<file path="config.mk">
export PLATFORM = sky130hd
export DESIGN_NAME = fifo_capture_scheduler
export DESIGN_NICKNAME = d
export VERILOG_FILES = /design/src/rtl/fifo_capture_scheduler.sv
export SDC_FILE = /design/constraint.sdc
export NUM_CORES = 1
export LEC_CHECK = 0
export ABC_AREA = 0
export BUFFER_PORTS_ARGS = -buffer_cell sky130_fd_sc_hd__buf_2
export CORE_ASPECT_RATIO = 0.6
export CORE_MARGIN = 2
export CORE_UTILIZATION = 45
export DETAILED_ROUTE_END_ITERATION = 6
export GPL_ROUTABILITY_DRIVEN = 1
export PLACE_DENSITY = 0.75
export SETUP_SLACK_MARGIN = 0.2
export SLEW_MARGIN = 30
export SYNTH_ARGS = -nofsm -noshare
export SYNTH_HDL_FRONTEND = slang
export SYNTH_SLANG_ARGS = --single-unit
</file>
<file path="constraint.sdc">
create_clock -name clock -period 4 [get_ports clock]
set_input_delay 0.2 -clock clock [delete_from_list [all_inputs] [get_ports clock]]
set_output_delay 0.2 -clock clock [all_outputs]
set_load 0.02 [all_outputs]
</file>
<file path="src/rtl/fifo_capture_scheduler.sv">
// Capture-side sequencer for one FIFO: fills it from the pixel stream, drains full bursts to a
// valid/ready sink and flushes the remainder at frame end. Optional drop counter: SCHED_DROP_COUNTER_EN.
`timescale 1ns/1ps

module fifo_capture_scheduler #(
  parameter int FIFO_SIZE   = 8,
  parameter int DATA_WIDTH  = 32,
  parameter int COUNT_WIDTH = 16
) (
  input  logic                   clock,
  input  logic                   reset_n,
  input  logic                   capture_en,
  input  logic                   frame_start,
  input  logic                   frame_end,
  input  logic                   pixel_valid,
  input  logic [DATA_WIDTH-1:0]  pixel_data,
  output logic                   fifo_enable,
  output logic                   fifo_clear,
  output logic                   fifo_push,
  output logic                   fifo_pop,
  output logic [DATA_WIDTH-1:0]  fifo_in_data,
  input  logic [DATA_WIDTH-1:0]  fifo_out_data,
  output logic                   out_valid,
  output logic [DATA_WIDTH-1:0]  out_data,
  input  logic                   out_ready,
  output logic                   frame_done,
  output logic                   busy,
  output logic [COUNT_WIDTH-1:0] drop_count
);

  typedef enum logic [3:0] {
    IDLE,
    CLEAR,
    FILL,
    PUSH,
    PSETTLE,
    POP,
    PWAIT,
    OUT,
    DONE
  } state_t;

  localparam logic [COUNT_WIDTH-1:0] OccFull = COUNT_WIDTH'(FIFO_SIZE);

  state_t                   state_q, state_d;
  logic [COUNT_WIDTH-1:0]   occupancy_q, occupancy_d;
  logic                     endPending_q, endPending_d;

  logic                     fifoEnable_q, fifoEnable_d;
  logic                     fifoClear_q, fifoClear_d;
  logic                     fifoPush_q, fifoPush_d;
  logic                     fifoPop_q, fifoPop_d;
  logic [DATA_WIDTH-1:0]    fifoInData_q, fifoInData_d;
  logic                     outValid_q, outValid_d;
  logic [DATA_WIDTH-1:0]    outData_q, outData_d;
  logic                     frameDone_q, frameDone_d;
  logic                     busy_q, busy_d;

  // frame_end is only remembered here; it is acted on from FILL so a burst in flight finishes first.
  always_comb begin
    state_d      = state_q;
    occupancy_d  = occupancy_q;
    endPending_d = endPending_q;

    if (state_q != IDLE && frame_end) begin
      endPending_d = 1'b1;
    end

    case (state_q)
      IDLE: begin
        if (capture_en && frame_start) begin
          state_d = CLEAR;
        end
      end
      CLEAR: begin
        occupancy_d  = '0;
        endPending_d = frame_end;
        state_d      = FILL;
      end
      FILL: begin
        if (pixel_valid) begin
          state_d = PUSH;
        end else if (endPending_q) begin
          state_d = (occupancy_q != '0) ? POP : DONE;
        end
      end
      PUSH: begin
        if (occupancy_q != OccFull) begin
          occupancy_d = occupancy_q + 1'b1;
        end
        state_d = PSETTLE;
      end
      PSETTLE: begin
        state_d = (occupancy_q == OccFull) ? POP : FILL;
      end
      POP: begin
        if (occupancy_q != '0) begin
          occupancy_d = occupancy_q - 1'b1;
        end
        state_d = PWAIT;
      end
      PWAIT: begin
        state_d = OUT;
      end
      OUT: begin
        if (outValid_q && out_ready) begin
          if (occupancy_q != '0) begin
            state_d = POP;
          end else if (endPending_q) begin
            state_d = DONE;
          end else begin
            state_d = FILL;
          end
        end
      end
      DONE: begin
        occupancy_d  = '0;
        endPending_d = 1'b0;
        state_d      = IDLE;
      end
      default: begin
        state_d = IDLE;
      end
    endcase
  end

  // Strobes are decoded from the next state so every output leaves a flop aligned with its state.
  always_comb begin
    fifoClear_d  = (state_d == IDLE) || (state_d == CLEAR) || (state_d == DONE);
    fifoEnable_d = !fifoClear_d;
    fifoPush_d   = (state_d == PUSH);
    fifoPop_d    = (state_d == POP);
    outValid_d   = (state_d == OUT);
    frameDone_d  = (state_d == DONE);
    busy_d       = (state_d != IDLE);
    fifoInData_d = fifoInData_q;
    outData_d    = outData_q;
    if (state_q == FILL && pixel_valid) begin
      fifoInData_d = pixel_data;
    end
    if (state_q == PWAIT) begin
      outData_d = fifo_out_data;
    end
  end

  always_ff @(posedge clock or negedge reset_n) begin
    if (!reset_n) begin
      state_q      <= IDLE;
      occupancy_q  <= '0;
      endPending_q <= 1'b0;
      fifoEnable_q <= 1'b0;
      fifoClear_q  <= 1'b1;
      fifoPush_q   <= 1'b0;
      fifoPop_q    <= 1'b0;
      fifoInData_q <= '0;
      outValid_q   <= 1'b0;
      outData_q    <= '0;
      frameDone_q  <= 1'b0;
      busy_q       <= 1'b0;
    end else begin
      state_q      <= state_d;
      occupancy_q  <= occupancy_d;
      endPending_q <= endPending_d;
      fifoEnable_q <= fifoEnable_d;
      fifoClear_q  <= fifoClear_d;
      fifoPush_q   <= fifoPush_d;
      fifoPop_q    <= fifoPop_d;
      fifoInData_q <= fifoInData_d;
      outValid_q   <= outValid_d;
      outData_q    <= outData_d;
      frameDone_q  <= frameDone_d;
      busy_q       <= busy_d;
    end
  end

`ifdef SCHED_DROP_COUNTER_EN
  logic                   dropEvent;
  logic [COUNT_WIDTH-1:0] dropCount_q, dropCount_d;

  // A word arriving while the sequencer is busy outside FILL has nowhere to go.
  always_comb begin
    dropEvent   = pixel_valid && (state_q != IDLE) && (state_q != FILL);
    dropCount_d = dropCount_q;
    if (state_q == CLEAR) begin
      dropCount_d = '0;
    end else if (dropEvent && (dropCount_q != '1)) begin
      dropCount_d = dropCount_q + 1'b1;
    end
  end

  always_ff @(posedge clock or negedge reset_n) begin
    if (!reset_n) begin
      dropCount_q <= '0;
    end else begin
      dropCount_q <= dropCount_d;
    end
  end

  assign drop_count = dropCount_q;
`else
  assign drop_count = '0;
`endif

  assign fifo_enable  = fifoEnable_q;
  assign fifo_clear   = fifoClear_q;
  assign fifo_push    = fifoPush_q;
  assign fifo_pop     = fifoPop_q;
  assign fifo_in_data = fifoInData_q;
  assign out_valid    = outValid_q;
  assign out_data     = outData_q;
  assign frame_done   = frameDone_q;
  assign busy         = busy_q;

endmodule

</file>
# == Yosys cells after proc, flatten, opt, wreduce, memory -nomap -nowiden ==
# Cells that the tools add are included.
# op_classes
eq_ne,17
n_reduce_logical,16
addsub,2
n_mux,14
# op_table
op,n
16-bit one-hot mux with 3 select lines,1
16-bit two-way mux,2
4-bit one-hot mux with 8 select lines,1
4-bit two-way mux,7
"4-bit by 3-bit equality test with 1-bit output, second input constant",6
"16-bit by 1-bit adder with 16-bit output, second input constant",1
"16-bit by 4-bit equality test with 1-bit output, second input constant",1
"16-bit by 4-bit inequality test with 1-bit output, second input constant",1
16-bit nonzero test,1
"16-bit by 1-bit subtractor with 16-bit output, second input constant",1
"4-bit by 2-bit equality test with 1-bit output, second input constant",3
"4-bit by 1-bit equality test with 1-bit output, second input constant",2
"4-bit equality test, second input constant",2
4-bit logical NOT,2
4-bit nonzero test,2
3-bit nonzero test,2
1-bit logical AND,4
"2-bit inequality test, second input constant",2
3-bit two-way mux,1
3-bit AND reduction,1
1-bit logical OR,2
1-bit one-hot mux with 2 select lines,1
2-bit OR reduction,1
1-bit logical NOT,1
1-bit two-way mux,1
# word_totals
inputBits,71
wordCells,61
reg_bits,92

# == Depth between registers and ports, before layout ==
# Gate-level depths: netlist (run 1).
# logic_depth
ltp_word,9
mapped_depth,10
ltp_nobuf,10

# == Worst setup path after synthesis (run 1) ==
# Ideal clock, no wire load.
# synth_timing
path_type,reg2reg
from,register state_q[3]
to,register occupancy_q[15]
period_less_slack_ns,2.983
arrival_time_ns,2.864
path_slack_ns,1.017
stages_incl_launch_ff,11
setup_ns,0.120
cell_sequence,dfrtp_1 -> nor2b_1 -> and3_1 -> ha_1 -> o211ai_1 -> o21ai_2 -> o211a_1 -> o21a_1 -> or3_1 -> a32o_1 -> a31o_1
# synth_between
elab_chain_len,4
word_cells_on_any_way,10
classes_between,eq/ne: 6; mux: 1; reduce/logical: 3
# synth_rtl
element,line,rtl
from (decl),45,"state_t state_q, state_d;"
from (signal assigned),161,state_q <= state_d;
4-bit by 1-bit equality test with 1-bit output / 4-bit equality test (equally long branches),69,case (state_q)
2-bit OR reduction (no source line),--,
3-bit nonzero test (no source line),--,
3-bit AND reduction (no source line),--,
to (signal assigned),162,occupancy_q <= occupancy_d;
to (decl),46,"logic [COUNT_WIDTH-1:0] occupancy_q, occupancy_d;"
# Parallel ways exist; a longest one is shown, timed or not.
# A chain may end at the register's enable or synchronous reset.

# == Final worst setup path (run 1) ==
# layout_timing
from,register state_q[0]
to,register occupancy_q[15]
# Same word-level chain as after synthesis.

==> results of run 1 <==
sequential cells by signal, summed over array words and instances, names as in the netlist, 4 cells and up:
signal / cells
fifo_in_data: 32
out_data: 32
occupancy_q: 16
state_q: 4
where the power goes:
| part | total (mW) | switching, mW | internal, mW |
|---|---|---|---|
| clock network | 0.962 | 0.340 | 0.621 |
| logic | 2.31 | 1.38 | 0.934 |
| registers | 1.64 | 0.291 | 1.35 |
| total | 4.92 | 2.01 | 2.91 |
layout make-up:
type / instances / area share [%]
inverter: 9 / 0.611
multi-input combinational: 307 / 35.1
clock inverter: 4 / 1.79
clock buffer: 10 / 4.32
tap: 130 / 2.94
sequential: 92 / 41.7
timing repair buffer: 146 / 13.5
Yosys cell counts (all sizes together) (3+ instances only):
cell type,number
nand2,117
dfrtp,91
mux2,33
buf,21
o21ai,15
ha,14
a21oi,12
nor2,12
a22o,10
clkbuf,9
inv,9
xnor2,8
a21o,7
nor4,6
a31oi,5
nand3,5
xor2,4
a211oi,3
and2,3
and3,3
nor2b,3
nor3,3
o21bai,3
per-stage QoR:
step | cells | util, % | power [mW] | setup WS [ns] | hold WS, ns
after global routing | 698 | 59.3 | 5.28 | 0.392 | 0.0446
after CTS | 698 | 59.3 | 4.97 | 0.358 | 0.0350
after detailed placement | 683 | 55.6 | 3.98 | 0.384 | 0.306
after global placement | 683 | 55.6 | 3.89 | 0.599 | 0.293
after floorplan | 438 | - | 3.28 | 1.02 | -0.0956
final | 698 | 59.3 | 4.92 | 0.575 | 0.0481
worst max-delay path: cells and delay by family (launching register included):
family | cells | cell delay, ns
AOI/OAI and AO/OA | 6 | 1.27
adders and majority gates | 1 | 0.37
and+or+nand+nor | 3 | 1.10
DFF | 1 | 0.56
per-layer routing:
| layer | vias up | share of wire [%] | routed length, um |
|---|---|---|---|
| met4 | 0 | 1.5 | 156 |
| met1 | 1674 | 47 | 4850 |
| met5 | - | 0 | 0 |
| li1 | 1711 | - | - |
| met3 | 14 | 8.1 | 835 |
| met2 | 163 | 43 | 4460 |
final timing paths:
kind | endpoint | slack, ns | startpoint
worst max-delay path | occupancy_q[15] | 0.57 | state_q[0]
worst min-delay path | fifo_in_data[22] | 0.05 | pixel_data[22]
worst max register to register | occupancy_q[15] | 0.57 | state_q[0]
worst min register to register | fifo_in_data[30] | 0.47 | fifo_in_data[30]
max in group asynchronous | out_data[27] | 2.62 | reset_n
min in group asynchronous | fifo_in_data[4] | 0.45 | reset_n
repair_timing:
action                                  4_1_cts  5_1_grt
hold endpoints to repair                     56        0
buffers inserted                              0        0
hold buffers                                  1        0
endpoints found under the setup margin        0        1
resized for setup                             0        1
cells by family (layout without fill, tap and decap cells):
logic type / Yosys count / after routing / synth area share [%]
AND/OR/NAND/NOR: 160 / 160 / 16.0
buffers and inverters: 39 / 169 / 4.81
adder cells (fa/ha/maj): 15 / 15 / 4.44
other: 1 / 16 / 0.0853
XOR/XNOR: 12 / 12 / 2.39
AO/OA/AOI/OAI: 71 / 71 / 11.5
multiplexers: 33 / 33 / 8.45
flip-flops: 92 / 92 / 52.4
==> flow_metrics.env, run 1 <==
export IMPL_yosys_area_top_type="dfrtp_1"
export IMPL_drt_initial_drc_count=212
export IMPL_busiest_layer="met2"
export IMPL_fin_crit_sh_pct=85.6
export IMPL_multi_input_area_um2=1940
export IMPL_leakage_nw=2.94
export IMPL_seq_area_um2=2300
export IMPL_cp_max_fo=18
export IMPL_clkTransAtPathRegs_ns=0.06
export IMPL_row_count=27
export IMPL_nNetsFinal=651
export IMPL_detailed_place_area_um2=5180
export IMPL_fillCellCount=787
export IMPL_synth_top_area_share_pct=51.8
export IMPL_overflow=0
export IMPL_diodes=0
export IMPL_slowest_delay_ns=0.56
export IMPL_setup_viol=0
export IMPL_synth_distinct_cells=54
export IMPL_rsz0062_at_grt="no"
export IMPL_synth_edf_count=0
export IMPL_grt_util_met1_pct=27.9
export IMPL_synth_area_leaders="dfrtp_1, nand2_1, mux2_2"
export IMPL_use_met3_pct=6.31
export IMPL_clock_sinks=92
export IMPL_grt_util_met2_pct=30.9
export IMPL_maxSlewViolCount=0
export IMPL_fp_dieH_um=80.6
export IMPL_first_pass_iters=5
export IMPL_required_ns=4.23
export IMPL_arrival_ns=3.66
export IMPL_fp_dieArea_um2=10600
export IMPL_slowest_stage="dfrtp_1"
export IMPL_netlist_area_um2=4400
export IMPL_synthCells=423
export IMPL_min_path_cells=3
export IMPL_crit_path_end_kind="register"
export IMPL_grt_pass1_wl_um=17200
export IMPL_grt_usage_pct=20.5
export IMPL_start_util_pct=47.2
export IMPL_critPathKind="register to register"
export IMPL_io_pins=158
export IMPL_slew_headroom_pct=43.6
export IMPL_final_common_cell="buf_2"
export IMPL_antenna_left=0
export IMPL_min_period_ns=3.43
export IMPL_fmax_ghz=0.292
export IMPL_ys_flop_type="dfrtp_1"
export IMPL_syn_area_per_cell_um2=10.4
export IMPL_clk_latency_ns=0.34
export IMPL_status="completed"
export IMPL_yosys_warnings=0
export IMPL_synthArstFlopShare_pct=100
export IMPL_vias_per_cell=5.10
export IMPL_die_x_um=132
export IMPL_antenna_found_initial=0
export IMPL_ys_seq_area_share_pct=52.4
export IMPL_grt_max_degree=59
export IMPL_syn_to_final_growth_pct=25.7
export IMPL_path_cells="nor2b_1 -> and3_2 -> ha_1 -> o211ai_1 -> o21ai_2 -> o211a_1 -> o21a_1 -> or3_1 -> a32o_1 -> a31o_1"
export IMPL_grt_pass1_vias=3525
export IMPL_finalHoldViolCount=0
export IMPL_wire_per_inst_um=14.7
export IMPL_min_path_type="input port to register"
export IMPL_io_buffers=141
export IMPL_power_density_nw_per_um2=890
export IMPL_design_area_um2=5530
export IMPL_design_core_area_um2=9320
export IMPL_hpwl_um=7720
export IMPL_maxCapViolations=0
export IMPL_layout_common_cells="buf_2, nand2_1, dfrtp_1"
export IMPL_setup_tns_ns=0
export IMPL_cp_start_kind="register"
export IMPL_skew_ns=0.00773
export IMPL_routed_wl_um=10300
export IMPL_clk_path_buf_depth=2
export IMPL_tightest_slew_ns=0.840
export IMPL_gp_congestion=0.914
export IMPL_ys_ff_latch=92
export IMPL_htree_levels=3
export IMPL_r2r_cells=10
export IMPL_vdd_ir_drop_worst_mv=0.453
export IMPL_drc=0
export IMPL_layout_drive_gt1_share_pct=35.7
export IMPL_root_buffer="clkbuf_16"
export IMPL_tritoncts="yes"
export IMPL_cts_buffers_inserted=9
export IMPL_vias=3562
(Power assumes the default switching activity.)
==> inputs of run 2 (changes only) <==
--- a/config.mk
+++ b/config.mk
@@ -8,5 +8,6 @@
 export ABC_AREA = 0
 export BUFFER_PORTS_ARGS = -buffer_cell sky130_fd_sc_hd__buf_2
-export CORE_ASPECT_RATIO = 0.6
+export CAP_MARGIN = 20
+export CORE_ASPECT_RATIO = 0.7
 export CORE_MARGIN = 2
 export CORE_UTILIZATION = 45
==> constraint.sdc (replaced) <==
create_clock -name clock -period 4 [get_ports clock]
set_input_delay 0.2 -clock clock [delete_from_list [all_inputs] [get_ports clock]]
set_output_delay 0.2 -clock clock [all_outputs]
set_load 0.05 [all_outputs]
==> run 2 against run 1 <==
- clock-buffer cell count shrank 1
- die area shrank 0.12%
- sequential power is essentially flat
- core utilization shrank 2.3 points
- sequential share of layout area grew 0.36 points
- first-iteration DRC count grew 17%
- non-clock buffer count is the same
- largest cell class unchanged
- fmax grew 1.0%
- final cell count is the same
- flip-flop and latch count is the same
- worst hold slack lost 0.0029 ns
- clock skew shrank 0.0028 ns
==> flow_metrics.env, run 2 (synthesized netlist as in run 1, its figures left out) <==
export IMPL_drt_initial_drc_count=249
export IMPL_min_path_type="input port to register"
export IMPL_diodes=0
export IMPL_design_core_area_um2=9610
export IMPL_cp_max_fo=18
export IMPL_min_period_ns=3.39
export IMPL_skew_ns=0.00496
export IMPL_syn_to_final_growth_pct=24.6
export IMPL_slowest_stage="dfrtp_1"
export IMPL_required_ns=4.23
export IMPL_htree_levels=3
export IMPL_dp_slack_ns=0.441
export IMPL_layout_common_cells="buf_2, nand2_1, dfrtp_1"
export IMPL_leakage_nw=2.91
export IMPL_setup_viol=0
export IMPL_overflow=0
export IMPL_cts_setup_buffers=0
export IMPL_detailed_place_area_um2=5180
export IMPL_vdd_ir_drop_worst_mv=0.502
export IMPL_slowest_delay_ns=0.57
export IMPL_first_pass_iters=4
export IMPL_maxCapViolations=0
export IMPL_slew_headroom_pct=44.3
export IMPL_root_buffer="clkbuf_16"
export IMPL_rrSetupSlack_ns=0.61
export IMPL_maxSlewViolCount=0
export IMPL_power_density_nw_per_um2=1010
export IMPL_finalHoldViolCount=0
export IMPL_vias_per_cell=5.11
export IMPL_path_cells="nor2b_1 -> and3_2 -> ha_1 -> o211ai_1 -> o21ai_2 -> o211a_1 -> o21a_1 -> or3_1 -> a32o_1 -> a31o_1"
export IMPL_antenna_left=0
export IMPL_grt_util_met1_pct=25.0
export IMPL_fillCellCount=853
export IMPL_fmax_ghz=0.295
export IMPL_wire_per_inst_um=14.4
export IMPL_tritoncts="yes"
export IMPL_die_x_um=122
export IMPL_setup_tns_ns=0
export IMPL_grt_pass1_vias=3392
export IMPL_fin_crit_sh_pct=84.8
export IMPL_fin_ws_ns=0.609
export IMPL_antenna_found_initial=0
export IMPL_start_util_pct=45.8
export IMPL_cp_start_kind="register"
export IMPL_cell_internal_pwr_mw=2.72
export IMPL_final_common_cell="buf_2"
export IMPL_fin_util_pct=57.0
export IMPL_row_count=30
export IMPL_layout_drive_gt1_share_pct=36.0
export IMPL_tightest_slew_ns=0.831
export IMPL_routed_wl_um=10000
export IMPL_fp_dieH_um=86.7
export IMPL_grt_pass1_wl_um=15800
export IMPL_busiest_layer="met2"
export IMPL_clock_sinks=92
export IMPL_switchingPower_mw=2.82
export IMPL_p_seq_share_pct=29.6
export IMPL_status="completed"
export IMPL_grt_util_met2_pct=30.9
export IMPL_arrival_ns=3.62
export IMPL_use_met3_pct=5.26
export IMPL_cts_buffers_inserted=9
export IMPL_crit_path_end_kind="register"
export IMPL_hpwl_um=7450
export IMPL_vias=3567
export IMPL_io_buffers=141
export IMPL_drc=0
export IMPL_pwr_share_clk_pct=14.8
export IMPL_design_area_um2=5480
export IMPL_nNetsFinal=651
export IMPL_clk_path_buf_depth=2
export IMPL_swShare_pct=50.9
export IMPL_clk_latency_ns=0.34
export IMPL_rsz0062_at_grt="no"
export IMPL_critPathKind="register to register"
export IMPL_grt_usage_pct=19.1
export IMPL_clkTransAtPathRegs_ns=0.07
export IMPL_gp_congestion=0.881
export IMPL_grt_max_degree=64
export IMPL_io_pins=158
export IMPL_fp_dieArea_um2=10600
export IMPL_comb_power_share_pct=55.7
[run 2: cell count changes in the layout (fill, tap and decap cells not counted)]
cell | before | now
bufinv_16 | 3 | 0
clkbuf_8 | 1 | 0
clkinv_8 | 0 | 1
clkinvlp_4 | 0 | 1
inv_6 | 0 | 4
[run 2: repair_timing]
action	CTS	global route
resized for setup	0	1
hold buffers	1	0
endpoints found under the setup margin	0	3
hold endpoints to repair	61	0
[run 2: per-stage QoR]
step / hold WS (ns) / instances / total power [mW]
global placement: 0.335 / 681 / 4.63
detailed placement: 0.348 / 681 / 4.73
CTS: 0.0321 / 698 / 5.58
finish: 0.0451 / 698 / 5.54
floorplan: -0.0956 / 438 / 4.03
global route: 0.0384 / 698 / 5.89
[run 2: final timing paths]
| check | from | endpoint | depth (start not counted) |
|---|---|---|---|
| max in group asynchronous | reset_n | out_data[31] | 3 |
| worst min register to register | fifo_in_data[28] | fifo_in_data[28] | 2 |
| worst max register to register | state_q[0] | occupancy_q[15] | 10 |
| min in group asynchronous | reset_n | fifo_in_data[11] | 2 |
| worst min-delay path | pixel_data[31] | fifo_in_data[31] | 3 |
| worst max-delay path | state_q[0] | occupancy_q[15] | 10 |
[run 2: layout make-up]
| class | count | area (um^2) | area share [%] |
|---|---|---|---|
| inverter | 9 | 33.8 | 0.616 |
| timing repair buffer | 146 | 748 | 13.6 |
| clock buffer | 9 | 225 | 4.11 |
| clock inverter | 7 | 67.6 | 1.23 |
| multi-input combinational | 307 | 1940 | 35.4 |
| tap | 128 | 160 | 2.92 |
| sequential | 92 | 2300 | 42.0 |
[run 2: power groups by stage]
stage / registers [mW] / clock network, mW / logic [mW]
detailed placement: 1.65 / 0 / 3.09
global placement: 1.63 / 0 / 3.00
CTS: 1.64 / 0.844 / 3.09
global route: 1.70 / 0.889 / 3.30
floorplan: 2.73 / 0 / 1.30
finish: 1.64 / 0.818 / 3.09
[run 2: critical path: cells and delay by family (launching register included)]
kind            cells  cell delay, ns
compound gates      6            1.24
fa+ha+maj           1            0.37
flops               1            0.57
simple gates        3            1.10
[run 2: metal layers]
metal | vias up | routed length [um]
met1 | 1699 | 4390
met4 | 0 | 119
li1 | 1702 | -
met5 | - | 0
met3 | 12 | 853
met2 | 154 | 4660
==> inputs of run 3 (changes only) <==
Settings changed: PLACE_DENSITY 0.75 to 0.78.
Clock period 4 ns to 2.8 ns, I/O delays scaled along.
==> run 3 against run 2 <==
- clock skew grew 0.0015 ns
- cell area grew 9.7%
- wire length grew 10%
- power grew 50%
- combinational power grew 54%
- sequential power grew 41%
- largest power group unchanged
==> flow_metrics.env, run 3 (synthesized netlist as in run 1, its figures left out) <==
export IMPL_grt_pass1_wl_um=17400
export IMPL_maxCapViolations=0
export IMPL_clock_sinks=92
export IMPL_dp_cells=689
export IMPL_finalHoldViolCount=0
export IMPL_rr_startpoint="state_q[3]"
export IMPL_skew_ns=0.00645
export IMPL_setup_viol=0
export IMPL_root_buffer="clkbuf_16"
export IMPL_fin_crit_sh_pct=97.4
export IMPL_tritoncts="yes"
export IMPL_critPathKind="register to register"
export IMPL_hpwl_um=7640
export IMPL_vias_per_cell=5.05
export IMPL_final_cells=745
export IMPL_min_period_ns=2.73
export IMPL_crit_end="occupancy_q[15]"
export IMPL_tightest_slew_ns=0.698
export IMPL_routed_wl_um=11000
export IMPL_overflow=0
export IMPL_rrSetupSlack_ns=0.07
export IMPL_maxSlewViolCount=0
export IMPL_first_pass_iters=4
export IMPL_grt_usage_pct=21.1
export IMPL_syn_to_final_growth_pct=36.8
export IMPL_fp_dieArea_um2=10600
export IMPL_vias=3765
export IMPL_antenna_left=0
export IMPL_rsz0062_at_grt="yes"
export IMPL_arrival_ns=2.96
export IMPL_vdd_ir_drop_worst_mv=0.592
export IMPL_clk_latency_ns=0.34
export IMPL_nNetsFinal=698
export IMPL_cp_start_kind="register"
export IMPL_layout_drive_gt1_share_pct=37.6
export IMPL_clk_path_buf_depth=2
export IMPL_final_common_cell="buf_2"
export IMPL_row_count=30
export IMPL_fmax_ghz=0.367
export IMPL_htree_levels=3
export IMPL_worstReg2RegEnd="occupancy_q[15]"
export IMPL_slew_headroom_pct=52.9
export IMPL_leakage_nw=3.15
export IMPL_wire_per_inst_um=14.8
export IMPL_fp_dieH_um=86.7
export IMPL_power_density_nw_per_um2=1390
export IMPL_start_util_pct=45.8
export IMPL_fin_ws_ns=0.0735
export IMPL_die_x_um=122
export IMPL_fin_hold_ws_ns=0.00112
export IMPL_io_pins=158
export IMPL_required_ns=3.04
export IMPL_drt_initial_drc_count=226
export IMPL_status="completed"
export IMPL_grt_max_degree=46
export IMPL_critPathLaunch="state_q[3]"
export IMPL_drc=0
export IMPL_design_core_area_um2=9610
export IMPL_clkTransAtPathRegs_ns=0.07
export IMPL_min_path_type="input port to register"
export IMPL_io_buffers=141
export IMPL_dp_slack_ns=-0.0293
export IMPL_gp_congestion=0.878
export IMPL_layout_common_cells="buf_2, nand2_1, dfrtp_1"
export IMPL_diodes=0
export IMPL_r2r_cells=10
export IMPL_cp_max_fo=6
export IMPL_grt_pass1_vias=3641
export IMPL_antenna_found_initial=0
export IMPL_cts_buffers_inserted=9
export IMPL_crit_path_end_kind="register"
-- run 3: critical path, stage by stage, from the launching register on --
cell and delay (ns):
dfrtp_1 0.40, nor2b_4 0.14, and3_4 0.28, ha_4 0.23
a211oi_4 0.26, o21ai_2 0.08, o211a_1 0.25, o21a_1 0.20
or3_1 0.33, a32o_1 0.25, a31o_1 0.18
-- run 3: worst min path at each step --
stage                                  end  cells after the start      startpoint  slack [ns]
after floorplan                       busy                      0         reset_n       -0.16
after global placement      occupancy_q[6]                      1         reset_n        0.17
after detailed placement    occupancy_q[5]                      1         reset_n        0.17
after CTS                 fifo_in_data[26]                      3  pixel_data[26]     0.00004
after global routing      fifo_in_data[25]                      3  pixel_data[25]        0.01
final                     fifo_in_data[26]                      3  pixel_data[26]       0.001
-- run 3: per-stage QoR --
step           util [%]  cell area, um^2  total power, mW  TNS, ns
2_1_floorplan         -             4500             5.81        0
3_3_place_gp       55.0             5280             6.71        0
3_5_place_dp       55.0             5280             6.88  -0.0293
4_1_cts            62.2             5980             8.30        0
5_1_grt            62.6             6020             8.85  -0.0307
6_report           62.6             6020             8.34        0
-- run 3: power by group --
group          total, mW  switching [mW]  internal [mW]  leakage (nW)
clock network       1.26           0.531          0.733         0.153
logic               4.75            3.21           1.54          1.86
registers           2.32           0.388           1.93          1.13
total               8.34            4.13           4.21          3.15
-- run 3: layer usage --
layer	track usage [%]	routed length [um]	vias to the layer above
li1	-	-	1803
met1	27.1	4600	1777
met2	35.1	5440	167
met3	5.72	838	18
met4	6.48	161	0
met5	0	0	-
-- run 3: repair_timing --
| action | 4_1_cts | 5_1_grt |
|---|---|---|
| hold buffers | 30 | 0 |
| gates cloned | 1 | 0 |
| setup buffers | 6 | 3 |
| hold endpoints to repair | 72 | 0 |
| pin swaps | 3 | 5 |
| setup endpoints to repair | 4 | 4 |
| resized for setup | 5 | 2 |
-- run 3: cell type report --
class	count	area, um^2
clock inverter	6	77.6
sequential	92	2300
timing repair buffer	192	1170
tap	128	160
multi-input combinational	308	2040
clock buffer	10	239
inverter	9	33.8
fill	767	3590
